**src/rtl/gray_cnt_sched.sv**
```systemverilog
// Round-robin owner of one shared 3-bit gray step counter.
// Sequences counter Reset/En per request and returns gray/overflow.
module gray_cnt_sched #(
  parameter int NREQ  = 2,
  parameter int STEPW = 4
) (
  input  logic                  Clk,
  input  logic                  Reset,
  input  logic [NREQ-1:0]       req,
  input  logic [NREQ*STEPW-1:0] req_steps,
  input  logic [NREQ-1:0]       req_clear,
  output logic [NREQ-1:0]       gnt,
  output logic [NREQ-1:0]       done,
  output logic                  busy,
  output logic                  cnt_reset,
  output logic                  cnt_en,
  input  logic [2:0]            cnt_gray,
  input  logic                  cnt_ovf,
  output logic [2:0]            result_gray,
  output logic                  result_ovf
);

  localparam logic [2:0] S_IDLE   = 3'd0;
  localparam logic [2:0] S_CLR    = 3'd1;
  localparam logic [2:0] S_RUN    = 3'd2;
  localparam logic [2:0] S_SETTLE = 3'd3;
  localparam logic [2:0] S_DONE   = 3'd4;

  logic [2:0]       state_q, state_d;
  logic [1:0]       ptr_q, ptr_d;
  logic [1:0]       own_q, own_d;
  logic [STEPW-1:0] steps_q, steps_d;
  logic             clr_q, clr_d;
  logic [NREQ-1:0]  gnt_q, gnt_d;
  logic [2:0]       rg_q, rg_d;
  logic             ro_q, ro_d;

  logic [1:0]            win;
  logic                  hit;
  int                    idx;
  logic [NREQ-1:0]       req_sh;
  logic [NREQ-1:0]       clr_sh;
  logic [NREQ*STEPW-1:0] st_sh;
  logic [STEPW-1:0]      win_steps;
  logic                  win_clr;

  // Circular search starting at the round-robin pointer
  always_comb begin
    win    = '0;
    hit    = 1'b0;
    idx    = 0;
    req_sh = '0;
    for (int k = 0; k < NREQ; k++) begin
      idx = int'(ptr_q) + k;
      if (idx >= NREQ) idx = idx - NREQ;
      req_sh = req >> idx;
      if (!hit && req_sh[0]) begin
        hit = 1'b1;
        win = idx[1:0];
      end
    end
  end

  always_comb begin
    st_sh     = req_steps >> (int'(win) * STEPW);
    win_steps = st_sh[STEPW-1:0];
    clr_sh    = req_clear >> win;
    win_clr   = clr_sh[0];
  end

  always_comb begin
    state_d = state_q;
    ptr_d   = ptr_q;
    own_d   = own_q;
    steps_d = steps_q;
    clr_d   = clr_q;
    gnt_d   = gnt_q;
    rg_d    = rg_q;
    ro_d    = ro_q;
    unique case (state_q)
      S_IDLE: begin
        if (hit) begin
          own_d   = win;
          steps_d = win_steps;
          clr_d   = win_clr;
          gnt_d   = NREQ'(1) << win;
          if (win_clr)              state_d = S_CLR;
          else if (win_steps == '0) state_d = S_SETTLE;
          else                      state_d = S_RUN;
        end
      end
      S_CLR: begin
        state_d = (steps_q == '0) ? S_SETTLE : S_RUN;
      end
      S_RUN: begin
        steps_d = steps_q - STEPW'(1);
        if (steps_q == STEPW'(1)) state_d = S_SETTLE;
      end
      S_SETTLE: begin
        rg_d    = cnt_gray;
        ro_d    = cnt_ovf;
        state_d = S_DONE;
      end
      S_DONE: begin
        gnt_d   = '0;
        ptr_d   = (own_q == 2'(NREQ-1)) ? 2'd0 : own_q + 2'd1;
        state_d = S_IDLE;
      end
      default: begin
        gnt_d   = '0;
        state_d = S_IDLE;
      end
    endcase
  end

  always_ff @(posedge Clk) begin
    if (Reset) begin
      state_q <= S_IDLE;
      ptr_q   <= '0;
      own_q   <= '0;
      steps_q <= '0;
      clr_q   <= 1'b0;
      gnt_q   <= '0;
      rg_q    <= '0;
      ro_q    <= 1'b0;
    end else begin
      state_q <= state_d;
      ptr_q   <= ptr_d;
      own_q   <= own_d;
      steps_q <= steps_d;
      clr_q   <= clr_d;
      gnt_q   <= gnt_d;
      rg_q    <= rg_d;
      ro_q    <= ro_d;
    end
  end

  assign gnt         = gnt_q;
  assign done        = (state_q == S_DONE) ? gnt_q : '0;
  assign busy        = (state_q != S_IDLE);
  assign cnt_reset   = (state_q == S_CLR);
  assign cnt_en      = (state_q == S_RUN);
  assign result_gray = rg_q;
  assign result_ovf  = ro_q;

endmodule

```
**config.mk**
```make
export PLATFORM = sky130hd
export DESIGN_NAME = gray_cnt_sched
export DESIGN_NICKNAME = d
export VERILOG_FILES = /design/src/rtl/gray_cnt_sched.sv
export SDC_FILE = /design/constraint.sdc
export NUM_CORES = 1
export LEC_CHECK = 0
export BUFFER_PORTS_ARGS = -buffer_cell sky130_fd_sc_hd__clkbuf_2
export CAP_MARGIN = 20
export CORE_UTILIZATION = 30
export CTS_BUF_LIST = sky130_fd_sc_hd__clkbuf_16
export CTS_CLUSTER_DIAMETER = 40
export DETAILED_ROUTE_END_ITERATION = 12
export HOLD_SLACK_MARGIN = 0.1
export PLACE_DENSITY_LB_ADDON = 0.08
export SLEW_MARGIN = 20
export SYNTH_ARGS = -nofsm -noshare
export SYNTH_HDL_FRONTEND = slang
export SYNTH_SLANG_ARGS = --single-unit
```
**constraint.sdc**
```tcl
create_clock -name Clk -period 1.5 [get_ports Clk]
set_input_delay 0.3 -clock Clk [delete_from_list [all_inputs] [get_ports Clk]]
set_output_delay 0.3 -clock Clk [all_outputs]
set_load 0.02 [all_outputs]
```
==> out/metrics.cfg, run 1 <==
[global_routing]
grt_pass1_vias = 867
number_of_antenna_violations_at_the_first_check_in_global_routing = 0
globalRouteTotalUtil = 0.151
grt.overflow.total = 0
grt_first_pass_wirelength_um = 3800
grt_max_degree = 16

[worst_hold_path]
whs_path_depth = 3
worst_hold_path_type = in2reg

[finish]
share_of_cells_above_drive_strength_1 = 0.387
area.growth.synth_to_final_pct = 39.1
antenna_cells_inserted = 0
final-instance-count-excl-fill = 181
layout.filler_cells = 292
num-nets-final = 171

[place]
dp.cells = 174
port_buffers = 28
dpl.hpwl_um = 1700
gp_congestion = 0.695

[drt]
drt-total-wl_um = 2200
drcViolationCount = 2
detailed_routing_iterations_pass_1 = 8
route.antenna.remaining_nets = 0
route.detailed.wl_per_inst_um = 12.1
first_iter_violations = 33
detail_route.vias_per_cell = 5.03
detailroute.via_count = 911

[yosys]
synth.largest_area_cell = sky130_fd_sc_hd__dfxtp_1
synth_cell_type_count = 34
post_syn_instances = 112
synth_top_cells_by_area = sky130_fd_sc_hd__dfxtp_1 37%, sky130_fd_sc_hd__nor2_1 5.3%, sky130_fd_sc_hd__a21boi_0 4.9%
post_synth_edffs = 0
syn_area_um2 = 922
synthTopCellsByCount = 17 x sky130_fd_sc_hd__dfxtp_1, 13 x sky130_fd_sc_hd__nor2_1, 8 x sky130_fd_sc_hd__nand3_1, 6 x sky130_fd_sc_hd__a21boi_0, 6 x sky130_fd_sc_hd__inv_1
yosys_reg_bits = 17
yosysTopAreaCellShare = 0.369
leading_register_cell_type_out_of_synthesis = sky130_fd_sc_hd__dfxtp_1
synthesis.area_per_instance_um2 = 8.23
ys_async_sr_fraction = 0
synth.most_common_cell = sky130_fd_sc_hd__dfxtp_1
syn-num-nets = 132
synthesis.yosys.warnings = 0
seq_area_frac_synth = 0.369

[clock_network]
clock_tree.htree_level_count = 1
insertion_delay_ns = 0.25
clock_tree_from_tritoncts = built
ctsRootBufferMaster = sky130_fd_sc_hd__clkbuf_16
post_cts_hold_buffer_count = 0
cts.clk_slew.worst_paths_ns = 0.05
cts_made_buffers = 3
clock_sinks = 17
clock_path_buffers = 2

[worst_setup_path]
critical_path.max_fanout = 6
data_arrival_time_at_the_worst_slack_endpoint_ns = 1.20
worst-endpoint-required_ns = 1.20
rr_worst_depth = 6
timing.setup.critical_path_class = reg2out
cp-end-kind = output port
kind_of_start_point_of_the_critical_path = register

[power_and_ir_drop]
vdd_ir_drop_max_v = 0.000514
power.static_leakage_nw = 0.613
pwrdens_mw_per_mm2 = 1350
power_mw = 1.73

[die]
pin_count = 29
placeableCoreArea_mm2 = 0.00283
start_util = 0.326
fp.dieArea_mm2 = 0.00330
floorplan.die.height_um = 57.4
rows = 19
die_x_extent_um = 57.4

[sta]
final-hold-violation-count = 0
fmax_mhz = 668
period_share = 0.998
max-slew-margin-rel = 0.780
tightestPinTransition_ns = 0.322
grt_setup_unrepaired = true
finalSetupViolations = 0
final.setup_skew_ns = 0.00107
finalHoldWorstSlack_ns = 0.288
final_max_slew_viol_count = 0
finalSetupTns_ns = 0
finalWorstPathRequiredPeriod_ns = 1.50

[run_status]
run_status = finished, violations left
failed_checks = DRC

[flow_run]
max-cap-violations = 0

==> critical path: stages, from the launching register on <==
cell and delay [ns]:
sky130_fd_sc_hd__dfxtp_4 0.36, sky130_fd_sc_hd__or3b_4 0.42, sky130_fd_sc_hd__clkinv_4 0.07, sky130_fd_sc_hd__buf_8 0.10
==> power by group <==
part           internal, mW  total [mW]  switching, mW  leakage (nW)
combinational         0.287       0.604          0.317         0.431
clock                 0.357       0.537          0.180        0.0409
sequential            0.522       0.585         0.0627         0.141
==> repair_timing <==
item / CTS / global route
buffers inserted: 3 / 0
gates resized for setup: 8 / 15
setup endpoints to repair: 5 / 7
hold endpoints to repair: 0 / 0
pin swaps: 1 / 2
cloned: 0 / 0
==> cell type report <==
class                   instances  area (µm²)  area share
multi-input cells              83         543       0.423
inverters                       7        31.3      0.0244
clock inverters                 1        5.00     0.00390
flip-flops and latches         17         352       0.274
repair buffers                 39         238       0.185
well taps                      31        38.8      0.0302
clock buffers                   3        75.1      0.0585
==> path summary, 6_finish.rpt <==
path,startpoint,end,slack [ns]
worst min register to register,own_q[1],own_q[1],0.48
worst max register to register,state_q[2],steps_q[2],0.08
worst min-delay path,cnt_gray[1],result_gray[1],0.29
worst max-delay path,state_q[2],cnt_en,0.004
==> placed cells by master (no fill, tap or decap), types with 2 or more instances in the layout <==
cell type,synthesis,layout
sky130_fd_sc_hd__a21boi_0,6,6
sky130_fd_sc_hd__o31ai_1,2,2
sky130_fd_sc_hd__nor3_1,4,3
sky130_fd_sc_hd__clkbuf_2,0,24
sky130_fd_sc_hd__ha_1,2,2
sky130_fd_sc_hd__buf_4,0,13
sky130_fd_sc_hd__dfxtp_4,0,3
sky130_fd_sc_hd__nand2_1,4,4
sky130_fd_sc_hd__a21oi_1,5,5
sky130_fd_sc_hd__mux2i_1,4,4
sky130_fd_sc_hd__nor2_1,13,12
sky130_fd_sc_hd__dfxtp_1,17,14
sky130_fd_sc_hd__o21ai_0,5,5
sky130_fd_sc_hd__nand3_1,8,8
sky130_fd_sc_hd__or3_1,2,2
sky130_fd_sc_hd__inv_1,6,5
sky130_fd_sc_hd__and3_1,5,5
sky130_fd_sc_hd__nor4_1,2,2
sky130_fd_sc_hd__clkbuf_16,0,3
sky130_fd_sc_hd__a31oi_1,5,5
==> metal layers <==
| layer | GRT usage | routed length (µm) | up-vias |
|---|---|---|---|
| li1 | - | - | 480 |
| met1 | 0.189 | 1050 | 414 |
| met2 | 0.252 | 1060 | 15 |
| met3 | 0.0227 | 71 | 2 |
| met4 | 0.0732 | 17 | 0 |
| met5 | 0 | 0 | - |
==> logic make-up after synthesis <==
| group | Yosys count | synth area share |
|---|---|---|
| and+or+nand+nor | 48 | 0.273 |
| AOI/OAI and AO/OA | 28 | 0.202 |
| DFF | 17 | 0.369 |
| buffers and inverters | 12 | 0.0733 |
| muxes | 5 | 0.0556 |
| adders and majority gates | 2 | 0.0271 |
==> metrics by stage <==
step / utilization / setup slack [ns] / cell area, µm²
6_report: 0.453 / 0.00365 / 1280
3_3_place_gp: 0.398 / 0.0190 / 1120
5_1_grt: 0.453 / -0.0278 / 1280
3_5_place_dp: 0.398 / 0.0619 / 1120
4_1_cts: 0.442 / -0.0348 / 1250
2_1_floorplan: - / 0.104 / 922
==> state kept, by name (all words and copies together), names as in the netlist <==
name / count
result_ovf: 1
own_q: 2
ptr_q: 2
steps_q: 4
state_q: 3
result_gray: 3
gnt: 2
Power figures use the tool's default switching activity.
==> inputs of run 2 (changes only) <==
--- a/config.mk
+++ b/config.mk
@@ -5,12 +5,12 @@
 export SDC_FILE = /design/constraint.sdc
 export NUM_CORES = 1
 export LEC_CHECK = 0
-export BUFFER_PORTS_ARGS = -buffer_cell sky130_fd_sc_hd__clkbuf_2
 export CAP_MARGIN = 20
-export CORE_UTILIZATION = 30
+export CORE_UTILIZATION = 54
 export CTS_BUF_LIST = sky130_fd_sc_hd__clkbuf_16
 export CTS_CLUSTER_DIAMETER = 40
 export DETAILED_ROUTE_END_ITERATION = 12
+export DONT_BUFFER_PORTS = 1
 export HOLD_SLACK_MARGIN = 0.1
 export PLACE_DENSITY_LB_ADDON = 0.08
 export SLEW_MARGIN = 20
==> run 2 against run 1 <==
  * The flow finishes with violations (DRC, setup timing)
  * Setup slack lost 0.0094 ns
  * Die area decreased by 43%
  * Hold slack worse by 0.17 ns
  * Register-to-register slack got worse by 0.08 ns
  * Routed wire length about the same
  * Sequential power grew 5.0%
  * Non-clock buffer count decreased by 26
  * Critical path type unchanged
  * Critical endpoint unchanged
  * Largest power group is now sequential cells
  * Highest routed layer unchanged
==> out/metrics.cfg, run 2 (synthesis gave the netlist of run 1 again) <==
[run_status]
run_status = finished, violations left  ; unchanged
failed_checks = DRC, setup timing  ; was DRC

[global_routing]
use_met1 = 0.290  ; was 0.189
use_met2 = 0.391  ; was 0.252
use_met3 = 0.0553  ; was 0.0227
grt_max_degree = 16  ; unchanged
grt.overflow.total = 0  ; unchanged
grt_first_pass_wirelength_um = 3310  ; was 3800 µm
globalRouteTotalUtil = 0.239  ; was 0.151
grt_pass1_vias = 780  ; was 867
busiest_layer = met2  ; unchanged
number_of_antenna_violations_at_the_first_check_in_global_routing = 0  ; unchanged

[sta]
tightestPinTransition_ns = 0.418  ; was 0.322 ns
grt_setup_unrepaired = true  ; unchanged
finalSetupViolations = 2  ; was 0
finalWorstSetupSlack_ns = -0.00573  ; was 0.00365 ns
final_max_slew_viol_count = 0  ; unchanged
final-hold-violation-count = 0  ; unchanged
fmax_mhz = 664  ; was 668 MHz
final.setup_skew_ns = 0.000943  ; was 0.00107 ns
max-slew-margin-rel = 0.719  ; was 0.780
finalWorstPathRequiredPeriod_ns = 1.51  ; was 1.50 ns
period_share = 1.00  ; was 0.998

[clock_network]
clock_sinks = 17  ; unchanged
post_cts_hold_buffer_count = 0  ; unchanged
clock_tree_from_tritoncts = built  ; unchanged
cts.clk_slew.worst_paths_ns = 0.05  ; about the same
cts_made_buffers = 3  ; unchanged
clock_tree.htree_level_count = 1  ; unchanged
insertion_delay_ns = 0.25  ; about the same
clock_path_buffers = 2  ; unchanged
ctsRootBufferMaster = sky130_fd_sc_hd__clkbuf_16  ; unchanged

[drt]
detailed_routing_iterations_pass_1 = 8  ; unchanged
first_iter_violations = 32  ; was 33
drt-total-wl_um = 2200  ; about the same
route.detailed.wl_per_inst_um = 15.7  ; was 12.1 µm
detailroute.via_count = 876  ; was 911
detail_route.vias_per_cell = 6.26  ; was 5.03
route.antenna.remaining_nets = 0  ; unchanged
drcViolationCount = 6  ; was 2

[die]
rows = 14  ; was 19
pin_count = 29  ; unchanged
fp.dieArea_mm2 = 0.00188  ; was 0.00330 mm²
start_util = 0.591  ; was 0.326
placeableCoreArea_mm2 = 0.00156  ; was 0.00283 mm²
die_x_extent_um = 43.3  ; was 57.4 µm
floorplan.die.height_um = 43.3  ; was 57.4 µm

[worst_setup_path]
data_arrival_time_at_the_worst_slack_endpoint_ns = 1.21  ; was 1.20 ns
kind_of_start_point_of_the_critical_path = register  ; unchanged
critical_path.max_fanout = 4  ; was 6
cp-end-kind = output port  ; unchanged
timing.setup.critical_path_class = reg2out  ; unchanged
worst-endpoint-required_ns = 1.20  ; about the same

[finish]
final_area_mm2 = 0.00114  ; was 0.00128 mm²
largest_reg_flops = 4  ; unchanged
final_cell_mix = 14 x sky130_fd_sc_hd__dfxtp_1, 12 x sky130_fd_sc_hd__nor2_1, 12 x sky130_fd_sc_hd__buf_4  ; was 24 x sky130_fd_sc_hd__clkbuf_2, 14 x sky130_fd_sc_hd__dfxtp_1, 13 x sky130_fd_sc_hd__buf_4
share_of_cells_above_drive_strength_1 = 0.258  ; was 0.387
layout.filler_cells = 113  ; was 292
area.growth.synth_to_final_pct = 23.3  ; was 39.1%
final_core_util = 0.730  ; was 0.453
antenna_cells_inserted = 0  ; unchanged
num-nets-final = 145  ; was 171
layout.cells.most_common = sky130_fd_sc_hd__dfxtp_1  ; was sky130_fd_sc_hd__clkbuf_2
largest_register = steps_q  ; unchanged

[flow_run]
max-cap-violations = 0  ; unchanged

[power_and_ir_drop]
power_mw = 1.71  ; was 1.73 mW
vdd_ir_drop_max_v = 0.000940  ; was 0.000514 V
power.static_leakage_nw = 0.498  ; was 0.613 nW
pwrdens_mw_per_mm2 = 1500  ; was 1350 mW/mm²

[place]
gp_congestion = 0.786  ; was 0.695
port_buffers = 0  ; was 28
dpl.hpwl_um = 1450  ; was 1700 µm
total_cell_area_at_the_placement_stage_um2 = 993  ; was 0.00112 mm²

[worst_hold_path]
worst_hold_path_type = in2reg  ; unchanged

[run 2: cell types whose count changed in the layout (fill, tap and decap cells not counted), moves of 2 or more]
| cell | before | now |
|---|---|---|
| sky130_fd_sc_hd__and3_1 | 5 | 3 |
| sky130_fd_sc_hd__and3_4 | 0 | 2 |
| sky130_fd_sc_hd__clkbuf_2 | 24 | 0 |
| sky130_fd_sc_hd__dfxtp_2 | 0 | 2 |
| sky130_fd_sc_hd__dfxtp_4 | 3 | 1 |
[run 2: worst max-delay path, cell delays in order (launching register included)]
cell and delay [ns]:
sky130_fd_sc_hd__dfxtp_2 0.35, sky130_fd_sc_hd__or3b_4 0.43, sky130_fd_sc_hd__clkinv_4 0.08, sky130_fd_sc_hd__buf_12 0.10
[run 2: power by group]
group | internal (mW) | total (mW) | switching [mW] | leakage, nW
Clock | 0.357 | 0.527 | 0.171 | 0.0409
Sequential | 0.522 | 0.614 | 0.0921 | 0.140
Combinational | 0.275 | 0.568 | 0.292 | 0.316
Total | 1.15 | 1.71 | 0.555 | 0.498
[run 2: routing by layer]
layer | vias up | routed length [µm]
met5 | - | 0
met4 | 0 | 46
met3 | 6 | 117
met2 | 28 | 1060
met1 | 414 | 976
li1 | 428 | -
[run 2: path summary, 6_finish.rpt]
path                    from         end  slack, ns  depth (start not counted)
setup / recovery  state_q[0]      cnt_en     -0.006                          3
hold / removal         Reset  steps_q[0]       0.12                          1
setup reg to reg  state_q[0]  steps_q[3]          0                          5
hold reg to reg     own_q[1]    own_q[1]       0.47                          1
[run 2: cell type report]
type,instances,area (µm²),area share
inverter,7,31.3,0.0275
multi-input combinational,83,549,0.483
tap,16,20.0,0.0176
sequential,17,347,0.305
clock inverter,1,5.00,0.00440
timing repair buffer,13,110,0.0968
clock buffer,3,75.1,0.0660
[run 2: what timing repair did]
action / CTS / global route
setup buffers: 1 / 2
cloned: 0 / 0
pin swaps: 0 / 1
gates resized for setup: 7 / 10
setup endpoints to repair: 4 / 10
[run 2: metrics by stage]
step / worst slack (ns) / cells / TNS [ns] / hold slack [ns]
final: -0.00573 / 140 / -0.00596 / 0.115
after global routing: -0.0790 / 140 / -0.132 / 0.113
after CTS: -0.0245 / 138 / -0.0245 / 0.116
after detailed placement: 0.0800 / 133 / 0 / 0.374
after global placement: 0.104 / 133 / 0 / 0.372
after floorplan: 0.104 / 112 / 0 / 0.369
==> inputs of run 3 (changes only) <==
--- a/config.mk
+++ b/config.mk
@@ -6,6 +6,7 @@
 export NUM_CORES = 1
 export LEC_CHECK = 0
 export CAP_MARGIN = 20
+export CORE_MARGIN = 2
 export CORE_UTILIZATION = 54
 export CTS_BUF_LIST = sky130_fd_sc_hd__clkbuf_16
 export CTS_CLUSTER_DIAMETER = 40
==> run 3 against run 2 <==
  * The run ends with setup timing left
  * Fmax decreased by 0.11%
  * Power decreased by 0.63%
  * Hold slack barely moved
  * Clock power is essentially flat
  * Setup slack got worse by 0.0017 ns
  * Critical endpoint unchanged
  * Largest cell class unchanged
==> out/metrics.cfg, run 3 (synthesis gave the netlist of run 1 again) <==
[run_status]
run_status = finished, violations left  ; unchanged
failed_checks = setup timing  ; was DRC, setup timing

[finish]
num-nets-final = 144  ; was 145
layout.filler_cells = 122  ; was 113
largest_register = steps_q  ; unchanged
final_cell_mix = 14 x sky130_fd_sc_hd__dfxtp_1, 12 x sky130_fd_sc_hd__nor2_1, 11 x sky130_fd_sc_hd__buf_4  ; was 14 x sky130_fd_sc_hd__dfxtp_1, 12 x sky130_fd_sc_hd__nor2_1, 12 x sky130_fd_sc_hd__buf_4
area.growth.synth_to_final_pct = 22.8  ; was 23.3%
antenna_cells_inserted = 0  ; unchanged
layout.cells.most_common = sky130_fd_sc_hd__dfxtp_1  ; unchanged
share_of_cells_above_drive_strength_1 = 0.260  ; was 0.258
final-instance-count-excl-fill = 139  ; was 140
largest_reg_flops = 4  ; unchanged

[worst_setup_path]
worst-endpoint-required_ns = 1.20  ; about the same
cp-end-kind = output port  ; unchanged
kind_of_start_point_of_the_critical_path = register  ; unchanged
critical_path.max_fanout = 5  ; was 4
rr_worst_depth = 5  ; unchanged
timing.setup.critical_path_class = reg2out  ; unchanged
data_arrival_time_at_the_worst_slack_endpoint_ns = 1.21  ; about the same

[worst_hold_path]
whs_path_depth = 1  ; unchanged
worst_hold_path_type = in2reg  ; unchanged

[drt]
first_iter_violations = 16  ; was 32
drt-total-wl_um = 2130  ; was 2200 µm
detail_route.vias_per_cell = 6.01  ; was 6.26
detailed_routing_iterations_pass_1 = 4  ; was 8
detailroute.via_count = 835  ; was 876
drcViolationCount = 0  ; was 6
route.antenna.remaining_nets = 0  ; unchanged
route.detailed.wl_per_inst_um = 15.3  ; was 15.7 µm

[global_routing]
number_of_antenna_violations_at_the_first_check_in_global_routing = 0  ; unchanged
grt_max_degree = 16  ; unchanged
grt.overflow.total = 0  ; unchanged
grt_pass1_vias = 732  ; was 780
grt_first_pass_wirelength_um = 3180  ; was 3310 µm
globalRouteTotalUtil = 0.215  ; was 0.239

[clock_network]
cts.clk_slew.worst_paths_ns = 0.05  ; about the same
clock_path_buffers = 2  ; unchanged
clock_sinks = 17  ; unchanged
clock_tree.htree_level_count = 1  ; unchanged
insertion_delay_ns = 0.25  ; about the same
cts_made_buffers = 3  ; unchanged
ctsRootBufferMaster = sky130_fd_sc_hd__clkbuf_16  ; unchanged
clock_tree_from_tritoncts = built  ; unchanged

[place]
dp.cells = 133  ; unchanged
port_buffers = 0  ; unchanged
dpl.hpwl_um = 1450  ; about the same
gp_congestion = 0.742  ; was 0.786

[die]
rows = 14  ; unchanged
start_util = 0.591  ; unchanged
pin_count = 29  ; unchanged
fp.dieArea_mm2 = 0.00205  ; was 0.00188 mm²
placeableCoreArea_mm2 = 0.00156  ; unchanged
die_x_extent_um = 45.3  ; was 43.3 µm
floorplan.die.height_um = 45.3  ; was 43.3 µm

[power_and_ir_drop]
pwrdens_mw_per_mm2 = 1500  ; about the same
vdd_ir_drop_max_v = 0.000853  ; was 0.000940 V
power.static_leakage_nw = 0.492  ; was 0.498 nW

[sta]
fmax_mhz = 663  ; was 664 MHz
grt_setup_unrepaired = true  ; unchanged
finalWorstPathRequiredPeriod_ns = 1.51  ; about the same
finalHoldWorstSlack_ns = 0.116  ; was 0.115 ns
final-hold-violation-count = 0  ; unchanged
max-slew-margin-rel = 0.725  ; was 0.719
finalWorstSetupSlack_ns = -0.00738  ; was -0.00573 ns
final_max_slew_viol_count = 0  ; unchanged
final.setup_skew_ns = 0.00574  ; was 0.000943 ns
period_share = 1.00  ; about the same
tightestPinTransition_ns = 0.409  ; was 0.418 ns
finalSetupViolations = 1  ; was 2

[flow_run]
max-cap-violations = 0  ; unchanged

run 3: critical path: stages, from the launching register on:
cell and delay [ns]:
sky130_fd_sc_hd__dfxtp_4 0.36, sky130_fd_sc_hd__or3b_4 0.43, sky130_fd_sc_hd__clkinv_4 0.07, sky130_fd_sc_hd__buf_12 0.10
run 3: what timing repair did:
| item | CTS | global route |
|---|---|---|
| buffers inserted | 0 | 2 |
| hold buffers | 0 | 0 |
| pin swaps | 1 | 1 |
| resized for setup | 7 | 11 |
| endpoints found under the setup margin | 4 | 7 |
run 3: path summary, 6_finish.rpt:
| kind | start | endpoint | slack, ns |
|---|---|---|---|
| worst max-delay path | state_q[1] | cnt_en | -0.007 |
| worst min-delay path | Reset | state_q[2] | 0.12 |
| worst max register to register | state_q[0] | ptr_q[1] | 0.09 |
| worst min register to register | own_q[1] | own_q[1] | 0.47 |
run 3: layer usage:
layer  GRT usage  vias to the layer above  part of all wire
li1            -                      427                 -
met1       0.305                      382              0.48
met2       0.331                       24              0.47
met3      0.0320                        2             0.044
met4      0.0706                        0            0.0042
met5           0                        -                 0
run 3: layout make-up:
cell class / count / area, µm² / area share
inverters: 7 / 31.3 / 0.0276
clock inverters: 1 / 5.00 / 0.00442
repair buffers: 12 / 103 / 0.0906
clock buffers: 3 / 75.1 / 0.0663
flip-flops and latches: 17 / 349 / 0.308
well taps: 16 / 20.0 / 0.0177
multi-input cells: 83 / 549 / 0.485
run 3: where the power goes:
part	internal (mW)	switching [mW]	total, mW	leakage (nW)
sequential	0.520	0.0824	0.603	0.141
clock	0.356	0.174	0.530	0.0409
combinational	0.270	0.295	0.565	0.311
total	1.15	0.551	1.70	0.492
run 3: stage by stage:
step	util	worst slack, ns	instance area, µm²	total power [mW]	setup TNS, ns
CTS	0.698	-0.0507	1090	1.64	-0.0770
floorplan	-	0.104	922	0.920	0
finish	0.726	-0.00738	1130	1.70	-0.00738
detailed placement	0.637	0.0375	993	1.09	0
global route	0.726	-0.0252	1130	1.79	-0.0252
global placement	0.637	0.0313	993	1.07	0
